## config.mk

```make
export PLATFORM = sky130hd
export DESIGN_NAME = frame_checker_mc
export DESIGN_NICKNAME = d
export VERILOG_FILES = /design/src/rtl/tester_pkg.sv /design/src/rtl/frame_checker_chan_stats.sv /design/src/rtl/frame_checker_mc.sv
export SDC_FILE = /design/constraint.sdc
export NUM_CORES = 2
export LEC_CHECK = 0
export CAP_MARGIN = 20
export CORE_AREA = 2 2 747 749
export CTS_BUF_LIST = sky130_fd_sc_hd__clkbuf_4 sky130_fd_sc_hd__clkbuf_8
export DETAILED_ROUTE_END_ITERATION = 6
export DIE_AREA = 0 0 749 751
export GPL_TIMING_DRIVEN = 0
export SLEW_MARGIN = 10
export SYNTH_ARGS = -nofsm -noshare
export SYNTH_HDL_FRONTEND = slang
export SYNTH_SLANG_ARGS = --single-unit
```

## constraint.sdc

```tcl
create_clock -name clk -period 33.7 [get_ports clk]
set_clock_uncertainty 0.05 [all_clocks]
set_input_delay 10.11 -clock clk [delete_from_list [all_inputs] [get_ports clk]]
set_output_delay 10.11 -clock clk [all_outputs]
set_load 0.005 [all_outputs]
```

## src/rtl/tester_pkg.sv

```systemverilog
// Shared types, constants and helper functions for the test-frame checker.
package tester_pkg;

  localparam int unsigned HDR_BYTES        = 34;
  localparam int unsigned KEEP_MAX         = 256;
  localparam logic [7:0]  TEST_FRAME_PROTO = 8'hFD;
  localparam logic [7:0]  TEST_FRAME_TOS   = 8'h1C;
  localparam logic [15:0] TEST_ETHER_TYPE  = 16'h0008;

  // Fields are raw little-endian views of the beat: byte 0 sits at bit 0,
  // so the last header byte is the first struct member.
  typedef struct packed {
    logic [31:0] ip_dst;
    logic [31:0] ip_src;
    logic [15:0] ip_csum;
    logic [7:0]  ip_proto;
    logic [7:0]  ip_ttl;
    logic [15:0] ip_frag;
    logic [15:0] ip_id;
    logic [15:0] ip_len;
    logic [7:0]  ip_tos;
    logic [3:0]  ip_ver;
    logic [3:0]  ip_ihl;
    logic [15:0] ether_type;
    logic [47:0] eth_src;
    logic [47:0] eth_dst;
  } frame_header_t;

  typedef struct packed {
    logic [31:0] recv_frames;
    logic [31:0] recv_bytes;
    logic [31:0] err_frames;
    logic [31:0] err_bytes;
  } port_result_t;

  typedef enum logic [1:0] {IDLE, RUN, DRAIN} checker_state_e;

  function automatic logic [15:0] lfsr16_step(input logic [15:0] x);
    return {x[0] ^ x[2] ^ x[3] ^ x[5], x[15:1]};
  endfunction

  // Trailing-ones count of keep, limited to the first n_bytes lanes.
  function automatic int unsigned ctz_keep(input logic [KEEP_MAX-1:0] keep,
                                           input int unsigned n_bytes);
    int unsigned cnt;
    logic run;
    cnt = 0;
    run = 1'b1;
    for (int unsigned i = 0; i < KEEP_MAX; i++) begin
      if (i >= n_bytes || !keep[i]) run = 1'b0;
      if (run) cnt = cnt + 1;
    end
    return cnt;
  endfunction

  // One's-complement checksum of a 20-byte IPv4 header (byte 0 at bit 0),
  // skipping the checksum word itself.
  function automatic logic [15:0] ip_hdr_csum(input logic [159:0] ip);
    logic [31:0] acc;
    acc = '0;
    for (int unsigned i = 0; i < 10; i++) begin
      if (i != 5) acc = acc + {16'h0000, ip[16*i +: 8], ip[16*i+8 +: 8]};
    end
    acc = {16'h0000, acc[15:0]} + {16'h0000, acc[31:16]};
    acc = {16'h0000, acc[15:0]} + {16'h0000, acc[31:16]};
    return ~acc[15:0];
  endfunction

endpackage

```

## src/rtl/frame_checker_chan_stats.sv

```systemverilog
// Per-channel statistics; expected-id tracking exists only with
// FRAME_CHECKER_SEQ_CHECK_EN defined.
module frame_checker_chan_stats
  import tester_pkg::*;
#(
  parameter int SUM_WIDTH = 16
) (
  input  logic                 clk,
  input  logic                 rst,
  input  logic                 clear,
  input  logic                 commit,
  input  logic                 ok,
  input  logic [SUM_WIDTH-1:0] bytes,
  input  logic                 first_id_valid,
  input  logic [15:0]          id,
  output port_result_t         result,
  output logic [31:0]          seq_err_frames
);

  always_ff @(posedge clk or posedge rst) begin
    if (rst) begin
      result <= '0;
    end else if (clear) begin
      result <= '0;
    end else if (commit) begin
      if (ok) begin
        result.recv_frames <= result.recv_frames + 32'd1;
        result.recv_bytes  <= result.recv_bytes + 32'(bytes);
      end else begin
        result.err_frames  <= result.err_frames + 32'd1;
        result.err_bytes   <= result.err_bytes + 32'(bytes);
      end
    end
  end

`ifdef FRAME_CHECKER_SEQ_CHECK_EN
  logic [15:0] exp_id;
  logic        exp_valid;

  always_ff @(posedge clk or posedge rst) begin
    if (rst) begin
      exp_id         <= '0;
      exp_valid      <= 1'b0;
      seq_err_frames <= '0;
    end else if (clear) begin
      exp_valid      <= 1'b0;
      seq_err_frames <= '0;
    end else if (first_id_valid) begin
      if (exp_valid && id != exp_id) seq_err_frames <= seq_err_frames + 32'd1;
      exp_id    <= lfsr16_step(id);
      exp_valid <= 1'b1;
    end
  end
`else
  logic unused_seq;
  assign unused_seq     = ^{first_id_valid, id};
  assign seq_err_frames = '0;
`endif

endmodule

```

## src/rtl/frame_checker_mc.sv

```systemverilog
// Multi-channel test-frame checker: drops and verifies test frames, forwards
// everything else. Optional sequence check: FRAME_CHECKER_SEQ_CHECK_EN.
module frame_checker_mc
  import tester_pkg::*;
#(
  parameter int DATA_WIDTH = 512,
  parameter int ID_WIDTH   = 3,
  parameter int N_CHAN     = 4,
  parameter int SUM_WIDTH  = 16
) (
  input  logic                            clk,
  input  logic                            rst,
  input  logic                            start,
  input  logic                            stop,
  output logic                            ready,
  output port_result_t [N_CHAN-1:0]       result,
  output logic [N_CHAN-1:0][31:0]         seq_err_frames,
  input  logic [DATA_WIDTH-1:0]           axis_s_data,
  input  logic [DATA_WIDTH/8-1:0]         axis_s_keep,
  input  logic                            axis_s_last,
  input  logic [DATA_WIDTH/8-1:0]         axis_s_user,
  input  logic [ID_WIDTH-1:0]             axis_s_id,
  input  logic                            axis_s_valid,
  output logic                            axis_s_ready,
  output logic [DATA_WIDTH-1:0]           axis_m_data,
  output logic [DATA_WIDTH/8-1:0]         axis_m_keep,
  output logic                            axis_m_last,
  output logic [DATA_WIDTH/8-1:0]         axis_m_user,
  output logic [ID_WIDTH-1:0]             axis_m_id,
  output logic                            axis_m_valid,
  input  logic                            axis_m_ready
);

  localparam int unsigned NB = DATA_WIDTH / 8;

  checker_state_e        state, state_d;
  logic                  in_frame, in_frame_d, test_q, counted_q, err_q;
  logic [ID_WIDTH-1:0]   tid_q, tid_cur;
  logic [15:0]           pat_q, pat_cur;
  logic [SUM_WIDTH-1:0]  sum_q, sum_base, sum_cur, beat_bytes;
  logic [SUM_WIDTH:0]    sum_ext;
  frame_header_t         hdr;
  logic first, detect, test_cur, counted_cur, hs;
  logic content_bad, csum_bad, bad_beat, err_cur;
  logic commit_any, first_id, clear;
  logic unused_hdr;

  assign hdr        = axis_s_data[HDR_BYTES*8-1:0];
  assign unused_hdr = ^{hdr.eth_dst, hdr.eth_src, hdr.ip_len, hdr.ip_frag,
                        hdr.ip_ttl, hdr.ip_src, hdr.ip_dst};

  assign first  = !in_frame;
  assign detect = axis_s_valid && hdr.ether_type == TEST_ETHER_TYPE &&
                  hdr.ip_ver == 4'd4 && hdr.ip_ihl == 4'd5 &&
                  hdr.ip_proto == TEST_FRAME_PROTO && hdr.ip_tos == TEST_FRAME_TOS &&
                  (32'(axis_s_id) < 32'(N_CHAN));

  assign test_cur    = first ? detect : test_q;
  assign counted_cur = first ? (state == RUN) : counted_q;
  assign tid_cur     = first ? axis_s_id : tid_q;

  assign ready        = !rst && state == IDLE;
  assign axis_s_ready = !rst && (test_cur || axis_m_ready);
  assign axis_m_valid = !rst && axis_s_valid && !test_cur;
  assign axis_m_data  = axis_s_data;
  assign axis_m_keep  = axis_s_keep;
  assign axis_m_last  = axis_s_last;
  assign axis_m_user  = axis_s_user;
  assign axis_m_id    = axis_s_id;

  assign hs      = axis_s_valid && axis_s_ready;
  assign pat_cur = first ? hdr.ip_id : lfsr16_step(pat_q);

  assign csum_bad = first &&
    (ip_hdr_csum(axis_s_data[HDR_BYTES*8-1:14*8]) != {hdr.ip_csum[7:0], hdr.ip_csum[15:8]});

  always_comb begin
    content_bad = 1'b0;
    for (int unsigned j = 0; j < NB; j++) begin
      if (axis_s_keep[j] && !(first && j < HDR_BYTES) &&
          axis_s_data[8*j +: 8] != pat_cur[8*(j%2) +: 8])
        content_bad = 1'b1;
    end
  end

  assign bad_beat = content_bad || csum_bad || (|axis_s_user);
  assign err_cur  = (first ? 1'b0 : err_q) || bad_beat;

  assign beat_bytes = SUM_WIDTH'(ctz_keep(KEEP_MAX'(axis_s_keep), NB));
  assign sum_base   = first ? '0 : sum_q;
  assign sum_ext    = {1'b0, sum_base} + {1'b0, beat_bytes};
  assign sum_cur    = sum_ext[SUM_WIDTH] ? '1 : sum_ext[SUM_WIDTH-1:0];

  assign in_frame_d = hs ? !axis_s_last : in_frame;
  assign clear      = state == IDLE && start;
  assign commit_any = hs && axis_s_last && test_cur && counted_cur && state != IDLE;
  assign first_id   = hs && first && detect && state == RUN;

  // Stop is judged against the post-beat in_frame so a stop coinciding with a
  // first or last beat still lands in the right state.
  always_comb begin
    state_d = state;
    case (state)
      IDLE:    if (start) state_d = RUN;
      RUN:     if (stop) state_d = in_frame_d ? DRAIN : IDLE;
      DRAIN:   if (hs && axis_s_last) state_d = IDLE;
      default: state_d = IDLE;
    endcase
  end

  always_ff @(posedge clk or posedge rst) begin
    if (rst) begin
      state     <= IDLE;
      in_frame  <= 1'b0;
      test_q    <= 1'b0;
      counted_q <= 1'b0;
      err_q     <= 1'b0;
      tid_q     <= '0;
      pat_q     <= '0;
      sum_q     <= '0;
    end else begin
      state <= state_d;
      if (hs) begin
        in_frame <= !axis_s_last;
        pat_q    <= pat_cur;
        sum_q    <= sum_cur;
        err_q    <= err_cur;
        if (first) begin
          tid_q     <= axis_s_id;
          test_q    <= detect;
          counted_q <= (state == RUN);
        end
      end
    end
  end

  for (genvar c = 0; c < N_CHAN; c++) begin : g_chan
    frame_checker_chan_stats #(
      .SUM_WIDTH(SUM_WIDTH)
    ) u_stats (
      .clk            (clk),
      .rst            (rst),
      .clear          (clear),
      .commit         (commit_any && tid_cur == ID_WIDTH'(c)),
      .ok             (!err_cur),
      .bytes          (sum_cur),
      .first_id_valid (first_id && axis_s_id == ID_WIDTH'(c)),
      .id             (hdr.ip_id),
      .result         (result[c]),
      .seq_err_frames (seq_err_frames[c])
    );
  end

endmodule
```

=== Yosys cells after proc, flatten, opt, wreduce, memory -nomap -nowiden ===
Index checks and enable logic that the tools add are counted.

* Bits in registers: 553

* Add/sub/neg operators: 90
* $lt $le $gt $ge: 1
* Eq/ne operators: 79
* Muxes and demuxes: 221
* Bitwise logic cells: 4
* Reductions and logical operators: 145

{| class="wikitable"
|+ Operators with widths
! cell !! number
|-
| $mux 16 || 65
|-
| $mux 128 || 8
|-
| $add 16x1->16 const B || 61
|-
| $mux 64 || 8
|-
| $ne 8x8->1 || 64
|-
| $add 32x1->32 const B || 8
|-
| $add 32x16->32 || 8
|-
| $mux 1 || 133
|-
| $logic_and 1x1->1 || 119
|-
| $reduce_or 64->1 || 1
|-
| $add 16x16->17 || 2
|-
| $add 23x16->24 || 1
|-
| $add 22x16->23 || 1
|-
| $add 21x16->22 || 1
|-
| $add 20x16->21 || 1
|-
| $add 19x16->20 || 1
|-
| $add 18x16->19 || 1
|-
| $add 17x16->18 || 1
|-
| $add 16x8->17 || 1
|-
| $add 16x1->16 || 1
|-
| $eq 16x4->1 const B || 1
|-
| $ne 16x16->1 || 1
|-
| $not 16->16 || 1
|-
| $reduce_and 2->1 || 8
|-
| 22 further kinds || 43
|}

=== Logic depth before layout (Yosys ltp) ===
* Depth in word-level cells: 133
* Gate-level depth with buffers: 188
* Depth with buffers taken out: 187

=== Hierarchy ===
A second synthesis with hierarchy kept.

* Cell total of the unflattened synthesis: 7576
* Area total of the unflattened synthesis: 62068.3 um^2

{| class="wikitable"
|+ By module, submodules not included
! module !! times used !! cells each !! area each (um^2)
|-
| frame_checker_chan_stats || 4 || 879 || 7783.7
|-
| frame_checker_mc || 1 || 4060 || 30933.4
|}

=== Worst setup path after synthesis ===
OpenSTA, ideal clock, no wires.

* Kind: input port to flip-flop
* From: in axis_s_keep[0]
* To: reg g_chan[0].u_stats.result[92] (netlist name)
* Library setup time: 0.132 ns
* Arrival: 40.591 ns
* Data required time: 33.518 ns
* Slack: -7.073 ns
* Stages: 181
* Path buffers: 1
* Cells stage by stage: and2_1 ha_1 o21a_1 ha_1 clkbuf_1 nand2b_1 nand4_1 and2_1 ha_1 nor2b_1 o21ai_0 ha_1 mux2i_1 a21oi_1 a211oi_1 nor2_1 ha_1 o21ai_0 (+145 left out) o21bai_1 a21oi_1 o21bai_1 a21oi_1 o21bai_1 a21oi_1 o21bai_1 a21oi_1 o21bai_1 a21oi_1 nor2b_1 o21a_1 o21ai_0 nor2_1 and3_1 and3_1 xnor2_1 nor2_1

* Longest elaborated chain between the ends: 133
* Elaborated cells on any way between the ends: 268
* Those cells by class: add/sub: 65; eq/ne: 1; mux: 196; reduce/logical: 6

{| class="wikitable"
|+ RTL lines
! what !! line !! source
|-
| from (decl) || frame_checker_mc.sv:19 || <nowiki>input logic [DATA_WIDTH/8-1:0] axis_s_keep,</nowiki>
|-
| $mux 1 || tester_pkg.sv:50, tester_pkg.sv:51 ||
|-
| $add 1x1->2 / $mux 1 (equally long branches) || tester_pkg.sv:51, tester_pkg.sv:50 ||
|-
| $mux 2 || tester_pkg.sv:51 || <nowiki>if (run) cnt = cnt + 1;</nowiki>
|-
| $add 2x1->3 || tester_pkg.sv:51 ||
|-
| $mux 16 || tester_pkg.sv:51 ||
|-
| $add 16x1->16 || tester_pkg.sv:51 ||
|-
| $mux 16 || tester_pkg.sv:51 ||
|-
| $add 16x1->16 || tester_pkg.sv:51 ||
|-
| (+118 left out) || n/a ||
|-
| $mux 16 (*) || tester_pkg.sv:51 ||
|-
| $add 16x16->17 (*) || frame_checker_mc.sv:91 || <nowiki>assign sum_ext = {1'b0, sum_base} + {1'b0, beat_bytes};</nowiki>
|-
| $mux 16 (*) || frame_checker_mc.sv:92 || <nowiki>assign sum_cur = sum_ext[SUM_WIDTH] ? '1 : sum_ext[SUM_WIDTH-1:0];</nowiki>
|-
| net g_chan[0].u_stats.bytes[1] || frame_checker_chan_stats.sv:13 || <nowiki>input logic [SUM_WIDTH-1:0] bytes,</nowiki>
|-
| $add 32x16->32 (*) || frame_checker_chan_stats.sv:28 || <nowiki>result.recv_bytes <= result.recv_bytes + 32'(bytes);</nowiki>
|-
| $mux 64 (*) || frame_checker_chan_stats.sv:26 || <nowiki>if (ok) begin</nowiki>
|-
| $mux 128 (*) || frame_checker_chan_stats.sv:25 || <nowiki>end else if (commit) begin</nowiki>
|-
| $mux 128 (*) || frame_checker_chan_stats.sv:23 || <nowiki>end else if (clear) begin</nowiki>
|}

The timed path passes the listed nets; every way through them passes the cells marked *. The select of a mux whose other input is x is not followed.
A chain may end at the register's enable or synchronous reset.

=== Worst setup path in the final report ===
* From: in axis_s_keep[1]
* To: reg g_chan[0].u_stats.result[26] (netlist name)

* Longest elaborated chain between the ends: 132
* Elaborated cells on any way between the ends: 264
* Those cells by class: add/sub: 64; mux: 193; reduce/logical: 7

{| class="wikitable"
|+ RTL lines
! what !! line !! source
|-
| $mux 1 (*) || tester_pkg.sv:50 || <nowiki>if (i >= n_bytes || !keep[i]) run = 1'b0;</nowiki>
|-
| $mux 2 || tester_pkg.sv:51 ||
|-
| $add 2x1->3 || tester_pkg.sv:51 ||
|-
| $mux 16 || tester_pkg.sv:51 ||
|-
| $add 16x1->16 || tester_pkg.sv:51 ||
|-
| $mux 16 || tester_pkg.sv:51 ||
|-
| $add 16x1->16 || tester_pkg.sv:51 ||
|-
| $mux 16 || tester_pkg.sv:51 ||
|-
| (+117 left out) || n/a ||
|-
| $mux 16 (*) || tester_pkg.sv:51 ||
|-
| $add 16x16->17 (*) || frame_checker_mc.sv:91 ||
|-
| $mux 16 (*) || frame_checker_mc.sv:92 ||
|-
| net g_chan[0].u_stats.bytes[0] || frame_checker_chan_stats.sv:13 ||
|-
| $add 32x16->32 (*) || frame_checker_chan_stats.sv:31 || <nowiki>result.err_bytes <= result.err_bytes + 32'(bytes);</nowiki>
|-
| $mux 64 (*) || frame_checker_chan_stats.sv:26 ||
|-
| $mux 128 (*) || frame_checker_chan_stats.sv:25 ||
|-
| $mux 128 (*) || frame_checker_chan_stats.sv:23 ||
|}

Marked as above.

==> results.cfg <==
[global_route]
track_usage = 0.1994
grt_pass1_vias = 60340
grt-ovfl-total = 0
grt_max_degree = 111
antenna_found_initial = 522
grt_pass1_wl_mm = 710.8

[clock_tree]
tritoncts = done
clock_path_buffers = 4
worstSkewPairLatency_ns = 1.00
clk_root_buffer_cell = clkbuf_8
cts_buffers = 110
htree_levels = 3
cts.clk_slew.worst_paths_ns = 0.06
numClockSinks = 553

[drt]
remaining_drc_errors = 0
avgViaCountPerCell = 3.756
vias = 64200
post_drt_wl_per_cell_um = 34.40
drt-total-wl_mm = 588.0
drt_pass1_iterations = 6
drtIter0Drc = 4914
antenna_left = 0

[die]
die_h_um = 751
die_x_um = 749
die-area_um2 = 562500
ios = 1937
rows = 274
start_util = 0.1050
coreArea_um2 = 554700

[layout]
drive_gt1_frac = 0.2193
final_util = 0.1737
syn2layout_area_growth_pct = 65.43
stdcell_area_um2 = 96360
stdcell_count = 17090
layout.nets = 10490

[placed_design]
dpl_cell_area_um2 = 87970
portBuffers = 1796
gp_congestion = 0.9806
place_inst = 16220
dp_hpwl_mm = 525.0

[synthesis]
synth-edff-count = 0
synth_area_um2 = 58250
seq_area_frac_synth = 0.2376
synth.area.top_cells = dfrtp_1 (24%), buf_4 (9.9%), xor2_1 (9.9%)
netlist.area_leader.share = 0.2376
synth_area_leader_cell = dfrtp_1
yosys_register_bits = 553
ys_warn_count = 0
synthCells = 6926
yosysMostFrequentCell = buf_4
ys_dominant_reg_cell = dfrtp_1
synth_commonest_cells = buf_4 (772), nor2_1 (710), xor2_1 (658)
synth_cell_type_count = 125
syn_area_per_cell_um2 = 8.411
async_flop_share = 1.000

[min_path]
holdCritStartpoint = sum_q[1]$_DFFE_PP0P_
hold_path.class = flop to flop

[worst_setup_path]
end_kind = flop
crit_type = primary input to flop
critPathBufInv = 79
crit_arrival_ns = 41.40
crit_required_ns = 34.46
rr_startpoint = in_frame$_DFF_PP0_
cp_slowest_cell = fa_2
cp_top_family = buffers and inverters
crit_top_cell = buf_4
crit_fanout = 10
crit_start = axis_s_keep[1]
cp-start-kind = primary input
slowest_delay_ns = 0.39

[flow_run]
drv_cap = 0

[sta]
min_period_over_period = 1.206
worst_pin_slew_ns = 1.206
max_freq_mhz = 24.61
setup_viol = 272
hold_violations = 0
finalCriticalPeriod_ns = 40.63
slew_headroom = 0.1875
slew_viol_final = 0
rsz0062_at_grt = true
setup_slack_ns = -6.934

[power]
p_leak_uw = 0.03805
powerDensity_nw_per_um2 = 54.39
irDropWorstVdd_mv = 0.06805

[outcome]
status = finished, violations left
violations = setup timing
[what timing repair did]
action                     4_1_cts  5_1_grt
gates resized for setup        238      226
pin swaps                      248      325
setup buffers                  335      146
cloned                           0        1
hold buffers                     0        0
setup endpoints to repair      272      272
[worst paths after layout]
path	slack, ns	endpoint	cells past startpoint
min in group asynchronous	9.74	g_chan[0].u_stats.result[30]$_DFFE_PP0P_	2
max reg2reg	22.52	g_chan[3].u_stats.result[127]$_DFFE_PP0P_	21
min	0.45	sum_q[1]$_DFFE_PP0P_	1
max	-6.93	g_chan[0].u_stats.result[26]$_DFFE_PP0P_	205
max in group asynchronous	22.19	g_chan[2].u_stats.result[59]$_DFFE_PP0P_	4
min reg2reg	0.45	sum_q[1]$_DFFE_PP0P_	1
[state kept, by name, summed over array words and instances, names as in the netlist]
signal                 cells
g_chan.u_stats.result    512
pat_q                     16
sum_q                     16
tid_q                      3
state                      2
counted_q                  1
err_q                      1
in_frame                   1
test_q                     1
[routing by layer]
metal  global-route usage  routed length, µm  vias up
li1                     -                  -    28030
met1               0.2112             210800    31070
met5             0.004631               1890        -
met2               0.2796             231300     3641
met4               0.1004              36960      278
met3               0.1614             107100     1180
[report_power, final]
group          internal [µW]  switching [µW]
Sequential               718            59.7
Combinational           1550            2090
Clock                    466             355
Total                   2740            2510
[cells in the final DEF (no fill, tap or decap), types with 40 or more instances in the layout]
cell             synthesis  final
clkdlybuf4s50_1          0   1791
buf_4                  772   1140
nor2_1                 710    687
xor2_1                 658    652
dfrtp_1                553    553
xnor2_1                542    514
nand2_1                518    449
a21oi_1                390    288
o21ai_0                293    254
diode_2                  0    248
nand4_1                219    219
ha_1                   272    216
inv_1                  223    213
nand3_1                254    207
clkbuf_8                 0    144
clkbuf_1               162    142
conb_1                   1    133
fa_1                   120    111
a21oi_2                  1     98
or3_1                   99     92
mux2i_1                 90     88
nor3_1                  89     82
and3_1                  90     79
nor4_1                  80     78
o21bai_1                77     73
and2_1                  67     62
nand2_2                  0     59
buf_6                    3     59
ha_4                     0     54
xnor2_2                 20     47
a21o_1                  42     42
nand3_2                  2     42
nor2b_1                 43     40
[per-stage QoR]
stage          total power, µW  worst slack [ns]  setup TNS (ns)  hold slack (ns)
2_1_floorplan             2679            -4.630         -946.04           0.4163
3_3_place_gp              3834            -12.46        -3510.41           0.4335
3_5_place_dp              3973            -11.97        -2761.61           0.4376
4_1_cts                   5151            -6.238        -1360.83           0.4508
5_1_grt                   5584            -8.064        -1846.66           0.4681
6_report                  5241            -6.934        -1527.05           0.4486
[cell families (layout without fill, tap and decap cells)]
logic type | Yosys count | after routing | synth area share
adder cells (fa/ha/maj) | 397 | 397 | 0.1005
XOR/XNOR | 1274 | 1274 | 0.2073
other | 1 | 381 | 0.00006438
flip-flops | 553 | 553 | 0.2376
buffers and inverters | 1203 | 3675 | 0.1279
multiplexers | 134 | 134 | 0.02466
AND/OR/NAND/NOR | 2343 | 2343 | 0.1967
AO/OA/AOI/OAI | 1021 | 1021 | 0.1054
[area by class of cell]
class	instances	area (µm²)
Antenna cell	248	620.6
Buffer	975	6661
Clock buffer	171	2185
Clock inverter	23	327.8
Fill cell	62050	458300
Inverter	224	853.3
Multi-Input combinational cell	5302	40130
Sequential cell	553	13840
Tap cell	7314	9151
Timing Repair Buffer	2282	22600
(Power assumes the default switching activity.)
